**config.mk**
```make
export PLATFORM = sky130hd
export DESIGN_NAME = alarm_clock_datapath
export DESIGN_NICKNAME = d
export VERILOG_FILES = /design/src/rtl/alarm_pkg.sv /design/src/rtl/seg7_decoder.sv /design/src/rtl/alarm_clock_datapath.sv
export SDC_FILE = /design/constraint.sdc
export NUM_CORES = 1
export LEC_CHECK = 0
export ABC_AREA = 1
export CORE_MARGIN = 2
export CORE_UTILIZATION = 56
export DETAILED_ROUTE_END_ITERATION = 8
export GPL_TIMING_DRIVEN = 0
export PLACE_DENSITY = 0.76
export SLEW_MARGIN = 25
export SYNTH_ARGS = -nofsm -noshare
export SYNTH_HDL_FRONTEND = slang
export SYNTH_SLANG_ARGS = --single-unit
export TNS_END_PERCENT = 20
```
**constraint.sdc**
```tcl
create_clock -name Clk -period 3.8 [get_ports Clk]
set_input_delay 0.38 -clock Clk [delete_from_list [all_inputs] [get_ports Clk]]
set_output_delay 0.38 -clock Clk [all_outputs]
set_load 0.1 [all_outputs]
```
**src/rtl/alarm_pkg.sv**
```systemverilog
// alarm_pkg: shared cursor type, seven-segment codes and time-of-day arithmetic.
package alarm_pkg;
    localparam int MIN_W  = 6;
    localparam int HOUR_W = 4;
    typedef enum logic [1:0] {CUR_MIN, CUR_HOUR, CUR_DAY, CUR_AMPM} cursor_e;
    typedef struct packed {
        logic              pm;
        logic [HOUR_W-1:0] hour;
        logic [MIN_W-1:0]  min;
    } tod_t;
    localparam tod_t TOD_RESET = '{pm: 1'b0, hour: 4'd12, min: 6'd0};
    localparam logic [6:0] SEG_0     = 7'b0111111;
    localparam logic [6:0] SEG_1     = 7'b0000110;
    localparam logic [6:0] SEG_2     = 7'b1011011;
    localparam logic [6:0] SEG_3     = 7'b1001111;
    localparam logic [6:0] SEG_4     = 7'b1100110;
    localparam logic [6:0] SEG_5     = 7'b1101101;
    localparam logic [6:0] SEG_6     = 7'b1111101;
    localparam logic [6:0] SEG_7     = 7'b0000111;
    localparam logic [6:0] SEG_8     = 7'b1111111;
    localparam logic [6:0] SEG_9     = 7'b1101111;
    localparam logic [6:0] SEG_BLANK = 7'b0000000;
    function automatic logic [MIN_W-1:0] inc_min(input logic [MIN_W-1:0] m);
        return m == 6'd59 ? 6'd0 : m + 6'd1;
    endfunction
    function automatic logic [HOUR_W-1:0] inc_hour(input logic [HOUR_W-1:0] h);
        return h == 4'd12 ? 4'd1 : h + 4'd1;
    endfunction
    function automatic tod_t tick_tod(input tod_t t);
        tod_t r;
        logic wrap;
        wrap   = t.min == 6'd59;
        r.min  = inc_min(t.min);
        r.hour = wrap ? inc_hour(t.hour) : t.hour;
        r.pm   = t.pm ^ (wrap && t.hour == 4'd11);
        return r;
    endfunction
    function automatic tod_t add_min(input tod_t t, input int n);
        tod_t r;
        r = t;
        for (int i = 0; i < n; i++) r = tick_tod(r);
        return r;
    endfunction
    function automatic tod_t edit_tod(input tod_t t, input cursor_e c);
        tod_t r;
        r.min  = c == CUR_MIN ? inc_min(t.min) : t.min;
        r.hour = c == CUR_HOUR ? inc_hour(t.hour) : t.hour;
        r.pm   = t.pm ^ (c == CUR_AMPM);
        return r;
    endfunction
    function automatic logic [6:0] rot_days(input logic [6:0] d);
        return {d[5:0], d[6]};
    endfunction
endpackage

```
**src/rtl/seg7_decoder.sv**
```systemverilog
// seg7_decoder: BCD digit to gfedcba segments, with a blank override.
module seg7_decoder
    import alarm_pkg::*;
(
    input  logic [3:0] bcd,
    input  logic       blank,
    output logic [6:0] seg
);
    always_comb begin
        seg = SEG_BLANK;
        if (!blank)
            case (bcd)
                4'd0:    seg = SEG_0;
                4'd1:    seg = SEG_1;
                4'd2:    seg = SEG_2;
                4'd3:    seg = SEG_3;
                4'd4:    seg = SEG_4;
                4'd5:    seg = SEG_5;
                4'd6:    seg = SEG_6;
                4'd7:    seg = SEG_7;
                4'd8:    seg = SEG_8;
                4'd9:    seg = SEG_9;
                default: seg = SEG_BLANK;
            endcase
    end
endmodule

```
**src/rtl/alarm_clock_datapath.sv**
```systemverilog
// alarm_clock_datapath: 12-hour clock/alarm registers, edit cursor, muxed display and buzzer.
module alarm_clock_datapath
    import alarm_pkg::*;
#(
    parameter int CLK_PER_MIN = 8,
    parameter int SNOOZE_MIN  = 5
) (
    input  logic       Clk,
    input  logic       Reset,
    input  logic       Next,
    input  logic       Up,
    input  logic       SetTime,
    input  logic       SetAlarm,
    input  logic       Snooze,
    input  logic       Stop,
    input  logic       Mute,
    output logic [6:0] display_out,
    output logic [6:0] days,
    output logic [3:0] segment_digit,
    output logic       am,
    output logic       pm,
    output logic       dblink,
    output logic       Sound
);
    localparam int CW = $clog2(CLK_PER_MIN + 1);
    localparam logic [CW-1:0] TC = CW'(CLK_PER_MIN - 1);
    localparam logic [CW-1:0] HC = CW'(CLK_PER_MIN / 2 - 1);

    logic [3:0] btn_q;
    logic next_e, up_e, snooze_e, stop_e;
    logic up_time, up_alarm, tick_evt, midnight, snz, ring;
    cursor_e cursor;
    tod_t tod, alarm, snz_tod, shown, tod_tick, eff;
    logic [CW-1:0] cnt;
    logic [3:0] dig_next, digit_val;
    logic digit_blank;
    logic [6:0] seg_next;

    assign {next_e, up_e, snooze_e, stop_e} = {Next, Up, Snooze, Stop} & ~btn_q;
    assign up_time  = up_e && !SetAlarm;
    assign up_alarm = up_e && SetAlarm;
    assign tick_evt = !SetTime && cnt == TC && !up_time;
    assign midnight = tod.pm && tod.hour == 4'd11 && tod.min == 6'd59;
    assign tod_tick = tick_tod(tod);
    assign eff      = snz ? snz_tod : alarm;
    assign shown    = SetAlarm ? alarm : tod;
    assign am       = ~shown.pm;
    assign pm       = shown.pm;
    assign Sound    = ring && !Mute;

    assign dig_next    = {segment_digit[2:0], segment_digit[3]};
    assign digit_val   = dig_next[0] ? 4'(shown.min % 6'd10) :
                         dig_next[1] ? 4'(shown.min / 6'd10) :
                         dig_next[2] ? (shown.hour >= 4'd10 ? shown.hour - 4'd10 : shown.hour) :
                         {3'b0, shown.hour >= 4'd10};
    assign digit_blank = dig_next[3] && shown.hour < 4'd10;

    seg7_decoder u_seg (.bcd(digit_val), .blank(digit_blank), .seg(seg_next));

    always_ff @(posedge Clk or negedge Reset) begin
        if (!Reset) begin
            btn_q         <= '0;
            cursor        <= CUR_MIN;
            cnt           <= '0;
            tod           <= TOD_RESET;
            alarm         <= TOD_RESET;
            snz_tod       <= TOD_RESET;
            snz           <= 1'b0;
            ring          <= 1'b0;
            days          <= 7'b0000001;
            dblink        <= 1'b0;
            segment_digit <= 4'b0001;
            display_out   <= SEG_0;
        end else begin
            btn_q         <= {Next, Up, Snooze, Stop};
            cursor        <= next_e ? cursor_e'(cursor + 2'd1) : cursor;
            cnt           <= SetTime ? cnt : cnt == TC ? '0 : cnt + CW'(1);
            tod           <= up_time ? edit_tod(tod, cursor) : tick_evt ? tod_tick : tod;
            alarm         <= up_alarm ? edit_tod(alarm, cursor) : alarm;
            days          <= (up_time && cursor == CUR_DAY) || (tick_evt && midnight) ? rot_days(days) : days;
            dblink        <= SetTime || SetAlarm ? 1'b1 : (cnt == HC || cnt == TC) ? ~dblink : dblink;
            snz           <= !(stop_e || up_alarm) && (snooze_e || snz);
            snz_tod       <= snooze_e ? add_min(tod, SNOOZE_MIN) : snz_tod;
            ring          <= !(stop_e || snooze_e) && (ring || (tick_evt && !Mute && tod_tick == eff));
            segment_digit <= dig_next;
            display_out   <= seg_next;
        end
    end
endmodule

```
== Word level (Yosys, flattened, before mapping) ==
Memory sizes are Yosys's and may differ from the RTL's.
Cells that the tools add are included.

* Input port bits: 9
* Latch bits: 0
* Memories kept: 1
* Output and inout port bits: 22
* Bits in read-only memories: 112
* Word-level logic and storage cells: 144
* Bits in writable memories: 0
* Flip-flop bits (word level): 64

{| class="wikitable"
|+ Memory list
! name !! depth !! width !! rd ports !! clocked after memory_dff !! write ports !! RTL line !! RTL
|-
| (no name shown) || 16 || 7 || 1 || 0 || 0 || seg7_decoder.sv:12 || <nowiki>case (bcd)</nowiki>
|}

* $lt $le $gt $ge: 2
* Shift operators: 0
* Divide/modulo/power cells: 2
* Reductions and logical operators: 39
* Equal/unequal tests: 25
* Add/subtract/negate cells: 15
* Bitwise gates (word level): 11
* Muxes and demuxes: 31
* Multiply operators: 0

{| class="wikitable"
|+ Operators with widths
! operator !! count
|-
| 2-to-1 mux 4 bit || 17
|-
| equality test 4 bit, second input constant || 11
|-
| 2-to-1 mux 11 bit || 4
|-
| 2-to-1 mux 6 bit || 7
|-
| adder 6 x 1 -> 6 bit, second input constant || 6
|-
| equality test 6 bit, second input constant || 6
|-
| adder 4 x 1 -> 4 bit, second input constant || 7
|-
| logical AND 1 bit || 19
|-
| equality test 11 bit || 1
|-
| AND reduction 2 bit || 4
|-
| logical OR 1 bit || 7
|-
| 2-to-1 mux 7 bit || 1
|-
| XOR 1 bit || 7
|-
| divider 6 x 4 -> 6 bit, second input constant || 1
|-
| zero test 1 bit || 6
|-
| remainder unit 6 x 4 -> 6 bit, second input constant || 1
|-
| AND 4 bit || 1
|-
| equality test 2 bit, second input constant || 2
|-
| equality test 4 x 2 -> 1 bit, second input constant || 1
|-
| equality test 4 x 3 -> 1 bit, second input constant || 1
|-
| greater-or-equal comparator 4 bit, second input constant || 1
|-
| < comparator 4 bit, second input constant || 1
|-
| inequality test 2 x 1 -> 1 bit, second input constant || 2
|-
| inverter 4 bit || 1
|-
| 7 further kinds || 10
|}

== Logic depth before layout (Yosys ltp) ==
Gate-level depths: netlist of run 1.

* Depth after elaboration: 15
* Depth in mapped cells: 28
* Gate-level depth less buffers: 27

== Hierarchy ==
From an unflattened synthesis of run 1, not the netlist that was laid out.

* Cell total of the unflattened synthesis: 742
* Area, all modules: 5138.7 µm²

{| class="wikitable"
|+ By module, submodules not included
! module !! instances !! cells each !! seq. area each (µm²) !! area an instance (µm²)
|-
| alarm_clock_datapath || 1 || 706 || 1619.1 || 4948.5
|-
| seg7_decoder || 1 || 36 || 0.0 || 190.2
|}

== Least setup slack after synthesis of run 1 ==
OpenSTA, ideal clock, no wires.

* Path kind: input to output
* From: in SetAlarm
* To: out pm
* Arrival time: 4171 ps
* Required time: 3420 ps
* Path buffers: 2
* Cell stages on the path: 4
* Setup slack: -751 ps
* Cells stage by stage: buf_4 clkbuf_1 o21ai_0 inv_1

* Word-level cells in the longest chain between the ends: 1

{| class="wikitable"
|+ Ends and longest elaborated chain
! item !! RTL line !! RTL
|-
| start, declared || alarm_clock_datapath.sv:13 || <nowiki>input logic SetAlarm,</nowiki>
|-
| 2-to-1 mux 11 bit || alarm_clock_datapath.sv:46 || <nowiki>assign shown = SetAlarm ? alarm : tod;</nowiki>
|-
| end, declared || alarm_clock_datapath.sv:21 || <nowiki>output logic pm,</nowiki>
|}

Every way passes these cells.

== Worst setup path in the final report of run 1 ==
* From: reg tod[0] (netlist bit)
* To: reg snz_tod[10] (netlist bit)

* Word-level cells in the longest chain between the ends: 14
* Elaborated cells between the ends (all ways): 40
* Those cells by class: 7 x add/sub; 12 x eq/ne; 11 x mux; 5 x bitwise; 5 x reduce/logical

{| class="wikitable"
|+ Ends and longest elaborated chain
! item !! RTL line !! RTL
|-
| start, declared || alarm_clock_datapath.sv:33 || <nowiki>tod_t tod, alarm, snz_tod, shown, tod_tick, eff;</nowiki>
|-
| start signal, assigned || alarm_clock_datapath.sv:78 || <nowiki>tod <= up_time ? edit_tod(tod, cursor) : tick_evt ? tod_tick : tod;</nowiki>
|-
| parallel branches: the longest is 13 deep, another holds adder 6 x 1 -> 6 bit || - ||
|-
| XOR 1 bit (*) || alarm_pkg.sv:35 || <nowiki>r.pm = t.pm ^ (wrap && t.hour == 4'd11);</nowiki>
|-
| end signal, assigned || alarm_clock_datapath.sv:83 || <nowiki>snz_tod <= snooze_e ? add_min(tod, SNOOZE_MIN) : snz_tod;</nowiki>
|-
| end, declared || alarm_clock_datapath.sv:33 ||
|}

Mark *: on every way between the ends.
A chain may end at the register's enable or synchronous reset.

==> metrics list, run 1 <==
* Post-route clock period utilization: 0.930
- Uppermost layer routed: met4
- Synthesized area per cell: 6.86 µm²
* Routed met2 length: 5680 µm
- For this configuration, the core starts out at a cell density of 0.584.
- Final Power: 0.00558 W
- Clock-pin slew was measured on the worst setup and hold paths at 80 ps.
- Insertion delay of the later-clocked pin in the worst-skew pair: 350 ps
* Post-synthesis sequential area ratio: 0.315
* HPWL after detailed placement: 9220 µm
- The tree is rooted in a sky130_fd_sc_hd__clkbuf_8.
- Global routing finished with a remaining overflow of 0.
- In this run the static leakage power is 2.90 nW.
* Peak supply drop: 0.000727 V
- Worst-margin pin slew: 979 ps
- The smallest clock period supported by the final layout is computed as 3540 ps.
* Initial antenna violation count: 0
* Number of ports placed on the die boundary: 31
- In this run, synthesis produced a sequential element count of 64.
- The detailed router put a total of 5540 µm of wire on met1.
- In this run, CTS created clock tree buffers numbering 9.
* Max Clk Rate: 283 MHz
- Maximum fanout count along the critical path: 10
- Vertical extent of the die: 99.8 µm
- The via count of the first global-routing pass is 4848.
- Setup violators final: 0
* Number of input and output port buffers inserted: 30
* All-layer global routing usage: 0.253
* Pre-antenna DRT Iters: 7
- Relative slew slack: 0.345
* Number of diodes added for antenna fixing: 0
- After synthesis, the share of flip-flops with an asynchronous set or reset is 1.00.
- After detailed routing, the number of vias per cell comes to 5.39.
- STA classifies the critical path startpoint as a register.
* Placement Rows: 34
- Run status: finished, final reports clean
* Synth cell types: 43
* Fraction of final layout cells sized beyond drive strength 1: 0.152
- Maximum number of pins on one net before global-route repair: 45
- Class of the worst hold path: reg -> reg
- Mapped cell area: 5140 µm²
* Via count: 4912
* Data arrival at the endpoint of the critical path: 3780 ps
* Post-synth top flop: sky130_fd_sc_hd__dfrtp_1
* Reported max-cap violation count: 0
* CP Data Required Time: 4040 ps
* Class of the most critical setup path: reg -> reg
- Wire length per cell after detailed routing: 12.9 µm
- Final Non-Filler Cells: 912
* Number of pins exceeding their max-slew limit in the final report: 0
- Synthesis warning total: 0
* Floorplan die area: 9970 µm²
* Hold Fails Final Rpt: 0
* Placed cell count: 889
* Number of enable flip-flop cells after synthesis: 0
- In this run the remaining antenna-violating nets after routing total 0.
* CP Capture Type: register
* First-iteration detailed-routing DRC count: 309
- The number of nets handed over by synthesis was 787.
- In the final design database the tool counted 836 nets.
- The congestion estimate from routability-driven global placement came to 0.921.
* Mapped Cells: 750
- Maximum buffer depth of the clock tree: 2
- Routed length on met3: 446 µm
* Fill cells: 761
* Power per cell area: 949 nW/µm²
- For this run, design rule violations remaining after detail routing come to 0.
- Counting every sink on the clock net gives 64.
- Routed WL: 11800 µm
- TritonCTS built the clock tree.
- After floorplanning, the core was sized to cover 8810 µm².
* Post-route clock skew: 11.2 ps
- Area overhead of the layout relative to synthesis: 14.3%
- Wire length of the first global-routing pass: 20800 µm
* Total number of H-tree levels: 3
- Die width: 99.8 µm
[sequential cells by signal, indices dropped and copies added, names as in the netlist]
signal	count
cursor	2
alarm	11
days	7
snz_tod	11
dblink	1
tod	11
snz	1
display_out	7
cnt	4
btn_q	4
ring	1
segment_digit	4
[final timing paths]
path | start | endpoint | slack [ps] | cells after the start
setup reg to reg | tod[0] | snz_tod[10] | 260 | 24
min in group asynchronous | Reset | alarm[5] | 460 | 2
max in group asynchronous | Reset | snz_tod[9] | 2760 | 3
hold / removal | segment_digit[1] | segment_digit[2] | 400 | 0
setup / recovery | tod[0] | snz_tod[10] | 260 | 24
hold reg to reg | segment_digit[1] | segment_digit[2] | 400 | 0
[routing by layer]
metal,global-route usage,vias to the layer above
met4,0.0580,0
met2,0.426,102
met1,0.340,2299
met3,0.0494,13
met5,0,-
li1,-,2498
[cell usage after synthesis (13+ instances only)]
library cell | count | area [µm²]
sky130_fd_sc_hd__o21ai_1 | 13 | 65.1
sky130_fd_sc_hd__nand2_1 | 181 | 679
sky130_fd_sc_hd__o21ai_0 | 55 | 275
sky130_fd_sc_hd__inv_2 | 13 | 48.8
sky130_fd_sc_hd__nor2_1 | 80 | 300
sky130_fd_sc_hd__ha_1 | 28 | 350
sky130_fd_sc_hd__nand2_2 | 20 | 125
sky130_fd_sc_hd__dfrtp_1 | 50 | 1250
sky130_fd_sc_hd__xor2_1 | 19 | 166
sky130_fd_sc_hd__dfstp_2 | 14 | 368
sky130_fd_sc_hd__a21oi_1 | 17 | 85.1
sky130_fd_sc_hd__inv_1 | 107 | 402
sky130_fd_sc_hd__nand3_1 | 55 | 275
[repair_timing]
item                                    CTS  global route
resized for setup                         1            11
buffers inserted                          3             3
endpoints found under the hold margin    17             0
endpoints found under the setup margin    3             5
pin swaps                                 1             0
hold buffers                              1             0
[power by group]
group | internal, W | switching, W
Sequential | 0.000973 | 0.000215
Clock | 0.000262 | 0.000289
Combinational | 0.00122 | 0.00262
Total | 0.00246 | 0.00312
[area by class of cell]
type,count,area [µm²],area share
sequential,64,1620,0.276
inverter,122,460,0.0783
buffer,9,57.6,0.00979
timing repair buffer,38,373,0.0634
clock buffer,10,138,0.0234
multi-input combinational,555,3040,0.518
tap,108,135,0.0230
clock inverter,6,50.0,0.00851
[cell usage in the layout (no fill, tap or decap), drive strengths merged, types with 17 or more instances in the layout]
| cell | count |
|---|---|
| ha | 28 |
| clkdlybuf4s50 | 29 |
| nor2 | 99 |
| nand2 | 205 |
| o21ai | 72 |
| inv | 124 |
| xor2 | 20 |
| dfrtp | 50 |
| nand3 | 62 |
| a21oi | 17 |
[kinds of logic after synthesis]
group	count (synthesis)	synth area share
XOR/XNOR	26	0.0472
AO/OA/AOI/OAI	106	0.113
adder cells (fa/ha/maj)	28	0.0681
flip-flops	64	0.315
multiplexers	1	0.00219
buffers and inverters	131	0.100
AND/OR/NAND/NOR	394	0.354
[metrics by stage]
step	worst slack (ps)	TNS [ps]	utilization	hold WS [ps]	area [µm²]
global placement	50.2	0	0.634	389	5580
finish	264	0	0.668	404	5880
global route	-5.88	-5.88	0.668	428	5880
detailed placement	-43.6	-43.6	0.636	291	5600
CTS	37.3	0	0.661	407	5820
floorplan	349	0	-	84.4	5140
[worst max-delay path: stages (launching register included)]
cell and delay [ps]:
sky130_fd_sc_hd__dfrtp_2 470, sky130_fd_sc_hd__ha_4 200, sky130_fd_sc_hd__nand3_2 120, sky130_fd_sc_hd__nor2_4 80, sky130_fd_sc_hd__buf_4 140, sky130_fd_sc_hd__nor2_4 170
sky130_fd_sc_hd__nand2_4 90, sky130_fd_sc_hd__nor2_4 140, sky130_fd_sc_hd__buf_8 160, sky130_fd_sc_hd__nand2_1 60, sky130_fd_sc_hd__o21ai_1 120, sky130_fd_sc_hd__inv_1 90
sky130_fd_sc_hd__ha_1 290, sky130_fd_sc_hd__nand2_1 80, sky130_fd_sc_hd__nand2_2 70, sky130_fd_sc_hd__ha_1 300, sky130_fd_sc_hd__o21ai_2 200, sky130_fd_sc_hd__inv_1 80
sky130_fd_sc_hd__ha_1 210, sky130_fd_sc_hd__inv_1 90, sky130_fd_sc_hd__nor2_4 50, sky130_fd_sc_hd__nand2_1 60, sky130_fd_sc_hd__nand2_1 50, sky130_fd_sc_hd__nand3_1 60
sky130_fd_sc_hd__nand2_1 60
Note: power is estimated with default switching activity, not from simulation.
==> inputs of run 2 (changes only) <==
--- a/config.mk
+++ b/config.mk
@@ -9,7 +9,6 @@
 export CORE_MARGIN = 2
 export CORE_UTILIZATION = 56
 export DETAILED_ROUTE_END_ITERATION = 8
-export GPL_TIMING_DRIVEN = 0
 export PLACE_DENSITY = 0.76
 export SLEW_MARGIN = 25
 export SYNTH_ARGS = -nofsm -noshare
==> metrics list, run 2 (same netlist as run 1, synthesis figures left out) <==
* Layout Nets: 832
* Wire length of the first global-routing pass: 21100 µm
- The clock drives 64 sinks.
* Buffers and inverters on the worst path: 2
- Peak per-stage delay on the critical path: 430 ps
* Utilization after layout: 0.660
- Before antenna repair, the detailed router went through 5 iterations.
* Area of all placed cells without fillers: 5810 µm²
- CP Data Required Time: 4080 ps
- Placed cell areas: 5570 µm²
- Number of ports placed on the die boundary: 31
- Min Clock Period, post-route: 3550 ps
- In this run the tool buffered the top-level ports with 30 buffer cells.
* Post-route clock period utilization: 0.934
- CTS Hold Buffers Added: 0
- Wire length per cell after detailed routing: 13.4 µm
* Registers with the most flip-flops: alarm: 11 flops, snz_tod: 11 flops, tod: 11 flops
- The initial antenna violation count came to 0.
- The initialized floorplan defines 34 standard-cell rows.
- In this run, CTS created clock tree buffers numbering 9.
- In this run the tightest slew margin relative to its limit is 0.348.
* Post-route DRC violation count: 0
- Die width: 99.8 µm
- Maximum number of pins on one net before global-route repair: 39
- In the global route stage, overall resource usage came out at 0.259.
- Reported max-cap violation count: 0
- Post-detailed-route count of antenna-violating nets: 0
- Share of power burned in the clock network: 0.093
- The region available for standard cell placement spans 8810 µm².
- The number of antenna diodes in the final layout is 0.
* Data arrival at the endpoint of the critical path: 3830 ps
* Class of the worst hold path: in -> async
- Max Clk Rate: 282 MHz
- Critical path, cell by cell: ha_2 -> nand3_2 -> nor2_4 -> nand2_1 -> nand2_4 -> nand2_1 -> nand2_1 -> nand2_1 -> o21ai_1 -> inv_1 -> ha_1 -> nand2_1 -> nand2_1 -> inv_1 -> ha_1 -> nand3_1 -> nand2_1 -> o21ai_2 -> ha_1 -> nand3_1 -> o21ai_1 -> nand2_1 -> nand3_1 -> nand2_1
- Routed WL: 12200 µm
* Via count of the first global-routing pass: 4741
- Counting the fill cells in the layout gives 800.
- Leading cell type in the layout, fill and taps excluded: sky130_fd_sc_hd__nand2_1
- Of all nets on the critical path, the largest fanout is 8.
* Vertical extent of the die: 99.8 µm
* Clock root buffer: sky130_fd_sc_hd__clkbuf_8
* Insertion delay of the later-clocked pin in the worst-skew pair: 350 ps
- Detailed placement finished with a half-perimeter wire length of 9600 µm.
* Part of the total power dissipated in combinational logic: 0.693
- Peak supply drop: 0.000930 V
- Cell with the largest stage delay on the worst path: sky130_fd_sc_hd__dfrtp_2
- The clock passes through at most 2 buffers.
- Run status: finished, final reports clean
* Sequential fraction of design power: 0.215
* Highest-count cells in the layout ignoring fill and taps: sky130_fd_sc_hd__nand2_1 (180), sky130_fd_sc_hd__inv_1 (106), sky130_fd_sc_hd__nor2_1 (78), sky130_fd_sc_hd__nand3_1 (55), sky130_fd_sc_hd__o21ai_0 (54)
- STA classifies the critical path endpoint as a register.
- Floorplan die area: 9970 µm²
* Number of pins exceeding their max-slew limit in the final report: 0
- Area overhead of the layout relative to synthesis: 13.0%
* Via count: 4917
- After the first detailed-routing iteration, the DRC count stood at 274.
- After detailed routing, the number of vias per cell comes to 5.42.
- In this design, the critical path's most frequently occurring cell is sky130_fd_sc_hd__nand2_1.
- Switching part of the total: 0.572
- CTS tree: yes
- The final number of hold-violating endpoints came to 0.
- Power per cell area: 967 nW/µm²
* Critical Path Source Type: register
- The initial utilization of the core area, before any placement, comes to 0.584.
- Clock-pin slew was measured on the worst setup and hold paths at 70 ps.
* Class of the most critical setup path: reg -> reg
- Routability-driven placement finished with a final weighted congestion of 0.910.
- Largest delay share family, worst path: simple AND/OR/NAND/NOR gates
- Setup violations remaining at the end of the flow were counted as 0.
- Switching power summed over all nets: 0.00321 W
- Worst-margin pin slew: 975 ps
- CTS built an H-tree with a depth of 3.
- Worst reg2reg setup slack: 250 ps
- Total congestion overflow after global routing: 0
* Fraction of final layout cells sized beyond drive strength 1: 0.156
* Post-route clock skew: 9.81 ps
- The analysis attributes to cell leakage a power of 2.88 nW.
- Cell-internal power: 0.00240 W
[run 2: worst register-to-register path, cell delays in order, from the launching register on]
cell and delay, ps:
sky130_fd_sc_hd__dfrtp_2 430, sky130_fd_sc_hd__ha_2 260, sky130_fd_sc_hd__nand3_2 130, sky130_fd_sc_hd__nor2_4 240, sky130_fd_sc_hd__nand2_1 130, sky130_fd_sc_hd__nand2_4 150, sky130_fd_sc_hd__nand2_1 120, sky130_fd_sc_hd__nand2_1 120
sky130_fd_sc_hd__nand2_1 60, sky130_fd_sc_hd__o21ai_1 120, sky130_fd_sc_hd__inv_1 90, sky130_fd_sc_hd__ha_1 280, sky130_fd_sc_hd__nand2_1 50, sky130_fd_sc_hd__nand2_1 110, sky130_fd_sc_hd__inv_1 70, sky130_fd_sc_hd__ha_1 210
sky130_fd_sc_hd__nand3_1 120, sky130_fd_sc_hd__nand2_1 80, sky130_fd_sc_hd__o21ai_2 80, sky130_fd_sc_hd__ha_1 170, sky130_fd_sc_hd__nand3_1 100, sky130_fd_sc_hd__o21ai_1 140, sky130_fd_sc_hd__nand2_1 100, sky130_fd_sc_hd__nand3_1 90
sky130_fd_sc_hd__nand2_1 50
[run 2: cell type report]
type / instances / area, µm² / share of cell area
Timing Repair Buffer: 42 / 380 / 0.0654
Inverter: 122 / 460 / 0.0792
Clock buffer: 10 / 128 / 0.0220
Tap cell: 108 / 135 / 0.0233
Sequential cell: 64 / 1620 / 0.279
Clock inverter: 6 / 47.5 / 0.00818
Multi-Input combinational cell: 556 / 3040 / 0.523
[run 2: final timing paths]
kind / start / to / cells after the start
min: Reset / alarm[5] / 1
max: tod[0] / snz_tod[9] / 24
max in group asynchronous: Reset / snz_tod[8] / 2
min in group Clk: segment_digit[1] / segment_digit[2] / 0
max reg2reg: tod[0] / snz_tod[9] / 24
min reg2reg: segment_digit[1] / segment_digit[2] / 0
[run 2: power by group through the flow]
| stage | registers, W | logic [W] | clock network [W] |
|---|---|---|---|
| finish | 0.00121 | 0.00389 | 0.000520 |
| detailed placement | 0.00121 | 0.00379 | 0 |
| floorplan | 0.00154 | 0.00264 | 0 |
| CTS | 0.00120 | 0.00382 | 0.000532 |
| global route | 0.00124 | 0.00433 | 0.000572 |
| global placement | 0.00120 | 0.00368 | 0 |
[run 2: per-stage QoR]
step	hold slack, ps	TNS (ps)	total power [W]	worst slack (ps)	cells
global placement	392	0	0.00488	286	886
detailed placement	388	0	0.00500	104	886
CTS	149	0	0.00555	80.3	902
floorplan	84.4	0	0.00417	349	750
finish	130	0	0.00562	249	908
global route	197	-19.8	0.00614	-19.8	908
[run 2: layer usage]
metal,GRT usage,share of wire
met1,0.345,0.47
met2,0.443,0.48
met3,0.0446,0.043
met4,0.0611,0.013
met5,0,0
[run 2: timing repair]
item	in CTS	in global routing
resized for setup	0	10
setup endpoints to repair	0	5
buffers inserted	0	5
==> inputs of run 3 (changes only) <==
--- a/config.mk
+++ b/config.mk
@@ -7,11 +7,12 @@
 export LEC_CHECK = 0
 export ABC_AREA = 1
 export CORE_MARGIN = 2
-export CORE_UTILIZATION = 56
+export CORE_UTILIZATION = 61
+export CTS_BUF_LIST = sky130_fd_sc_hd__clkbuf_16
 export DETAILED_ROUTE_END_ITERATION = 8
-export PLACE_DENSITY = 0.76
+export PLACE_DENSITY = 0.81
 export SLEW_MARGIN = 25
 export SYNTH_ARGS = -nofsm -noshare
 export SYNTH_HDL_FRONTEND = slang
 export SYNTH_SLANG_ARGS = --single-unit
-export TNS_END_PERCENT = 20
+export TNS_END_PERCENT = 30
==> metrics list, run 3 (same netlist as run 1, synthesis figures left out) <==
* Min Clock Period, post-route: 3440 ps
- The pre-antenna-repair detailed-routing pass consisted of 4 iterations.
* Vertical extent of the die: 95.8 µm
- The worst hold path belongs to the class in -> async.
- The worst register-to-register path begins at tod[6].
- Layout Nets: 832
* Floorplan die area: 9180 µm²
- In this run the power density over the cells is 993 nW/µm².
* Peak supply drop: 0.000716 V
- After legalization and detailed placement, the total HPWL measured 8990 µm.
- Maximum number of pins on one net before global-route repair: 47
* CP Capture Type: register
* Max Clk Rate: 290 MHz
* Post-route clock period utilization: 0.906
- Die width: 95.8 µm
- Clock skew on the completed layout was measured at 5.25 ps.
- Most crowded layer after global routing: met2
- R2r endpoint: snz_tod[7]
* Critical Path Source Type: register
* Worst-margin pin slew: 978 ps
* Starting density of the core: 0.629
- Worst reg2reg setup slack: 360 ps
- Total number of H-tree levels: 3
- The number of cells on the worst reg-to-reg path is 20.
- Leaving out fill and tap cells, the most frequent cell in the layout is sky130_fd_sc_hd__nand2_1.
* Wire length per cell after detailed routing: 13.3 µm
- TritonCTS Buffers: 9
* Placement Rows: 33
* Data arrival at the endpoint of the critical path: 3650 ps
- First-iteration detailed-routing DRC count: 336
- Hold WS: 53.8 ps
- The final number of hold-violating endpoints is 0.
* Area of all placed cells without fillers: 5970 µm²
* Via count of the first global-routing pass: 4629
- Number of pins exceeding their max-slew limit in the final report: 0
* Routed WL: 12100 µm
* Total congestion overflow after global routing: 0
* Clock sink total: 64
- In the layout the commonest cells are sky130_fd_sc_hd__nand2_1 (180), sky130_fd_sc_hd__inv_1 (107), sky130_fd_sc_hd__nor2_1 (80), sky130_fd_sc_hd__nand3_1 (55), sky130_fd_sc_hd__o21ai_0 (54).
- Clock input transition at the sequential cells of the worst setup and hold paths: 60 ps
* Via count: 4932
- Clock latency on the worst-skew pair, taken at its later pin, is 330 ps.
- In this run the static leakage power is 2.96 nW.
- Buffers placed on the I/O ports in this run total 30.
* Initial antenna violation count: 0
* Run status: finished, final reports clean
* Met3 GRT Util: 0.0446
* Detailed-route vias per instance: 5.45
* Setup violators final: 0
- For met2 alone, demand over resource in global routing was 0.465.
- The congestion estimate from routability-driven global placement came to 0.961.
- Reported max-cap violation count: 0
- The largest registers in the layout are alarm: 11 flops, snz_tod: 11 flops, tod: 11 flops.
- For met1 alone, demand over resource in global routing was 0.370.
* Final Power: 0.00593 W
- Headroom to the max-slew limit came out at 0.346.
- CORE AREA: 8180 µm²
- From synthesis to final layout, the design area changed by 16.1%.
- Number of diodes added for antenna fixing: 0
- Class of the most critical setup path: reg -> reg
- Post-detailed-route count of antenna-violating nets: 0
- TritonCTS built the clock tree.
- The clock passes through at most 2 buffers.
- CP Data Required Time: 4010 ps
- The number of hold buffers added after CTS was 0.
- All-layer global routing usage: 0.277
* Fraction of final layout cells sized beyond drive strength 1: 0.155
- In the routed design, unresolved DRC markers number 0.
* Wire length of the first global-routing pass: 20300 µm
- Number of ports placed on the die boundary: 31
* Maximum fanout count along the critical path: 7
* Clock root buffer: sky130_fd_sc_hd__clkbuf_16
* Placed cell areas: 5560 µm²
==> run 3: changes by cell type in the layout (fill, tap and decap cells not counted), moves of 2 or more <==
cell | previous run | this run
sky130_fd_sc_hd__bufinv_16 | 0 | 2
sky130_fd_sc_hd__clkbuf_16 | 0 | 9
sky130_fd_sc_hd__clkbuf_8 | 9 | 0
sky130_fd_sc_hd__clkinvlp_4 | 4 | 1
sky130_fd_sc_hd__inv_6 | 0 | 3
sky130_fd_sc_hd__nor2_1 | 78 | 80
sky130_fd_sc_hd__nor2_2 | 14 | 12
==> run 3: metal layers <==
layer	part of all wire	up-vias
met4	0.017	0
met1	0.46	2300
met2	0.48	121
met3	0.040	28
met5	0	-
li1	-	2483
==> run 3: power breakdown <==
group	switching, W	internal, W	total, W	leakage (nW)
Combinational	0.00262	0.00119	0.00381	2.06
Sequential	0.000240	0.000975	0.00122	0.745
Clock	0.000319	0.000582	0.000901	0.157
==> run 3: repair_timing <==
item / 4_1_cts / 5_1_grt
setup endpoints to repair: 0 / 5
hold endpoints to repair: 0 / 0
buffers inserted: 0 / 5
resized for setup: 0 / 9
==> run 3: area by class of cell <==
type	instances	area (µm²)
Sequential cell	64	1620
Tap cell	105	131
Clock inverter	7	103
Fill cell	646	2210
Clock buffer	9	225
Multi-Input combinational cell	556	3040
Timing Repair Buffer	42	383
Inverter	122	460
==> run 3: worst max-delay path by stage <==
stage | startpoint | end | slack, ps
after floorplan | SetAlarm | pm | 350
after global placement | tod[0] | snz_tod[10] | 250
after detailed placement | tod[0] | snz_tod[10] | 90
after CTS | tod[0] | snz_tod[10] | 70
after global routing | tod[6] | snz_tod[10] | -40
final | tod[6] | snz_tod[7] | 360
==> run 3: critical path, stage by stage, from the launching register on <==
cell and delay [ps]:
sky130_fd_sc_hd__dfrtp_2 440, sky130_fd_sc_hd__inv_1 140, sky130_fd_sc_hd__ha_1 170, sky130_fd_sc_hd__nand3_1 150, sky130_fd_sc_hd__nand2_1 130, sky130_fd_sc_hd__nand2_1 100
sky130_fd_sc_hd__nand2_4 140, sky130_fd_sc_hd__nand2_1 120, sky130_fd_sc_hd__nand2_1 110, sky130_fd_sc_hd__nand2_1 60, sky130_fd_sc_hd__o21ai_1 110, sky130_fd_sc_hd__inv_1 80
sky130_fd_sc_hd__ha_1 280, sky130_fd_sc_hd__nand2_1 60, sky130_fd_sc_hd__nand2_1 90, sky130_fd_sc_hd__ha_1 320, sky130_fd_sc_hd__o21ai_2 200, sky130_fd_sc_hd__inv_1 90
sky130_fd_sc_hd__ha_1 290, sky130_fd_sc_hd__o21ai_0 170, sky130_fd_sc_hd__o21ai_0 90
==> run 3: stage by stage <==
step                      setup slack [ps]  std cells  TNS (ps)   util
after global routing                 -38.1        905     -53.0  0.730
after detailed placement              87.2        883         0  0.681
final                                  356        905         0  0.730
after global placement                 253        883         0  0.681
after floorplan                        349        750         0      -
after CTS                             72.3        899         0  0.721
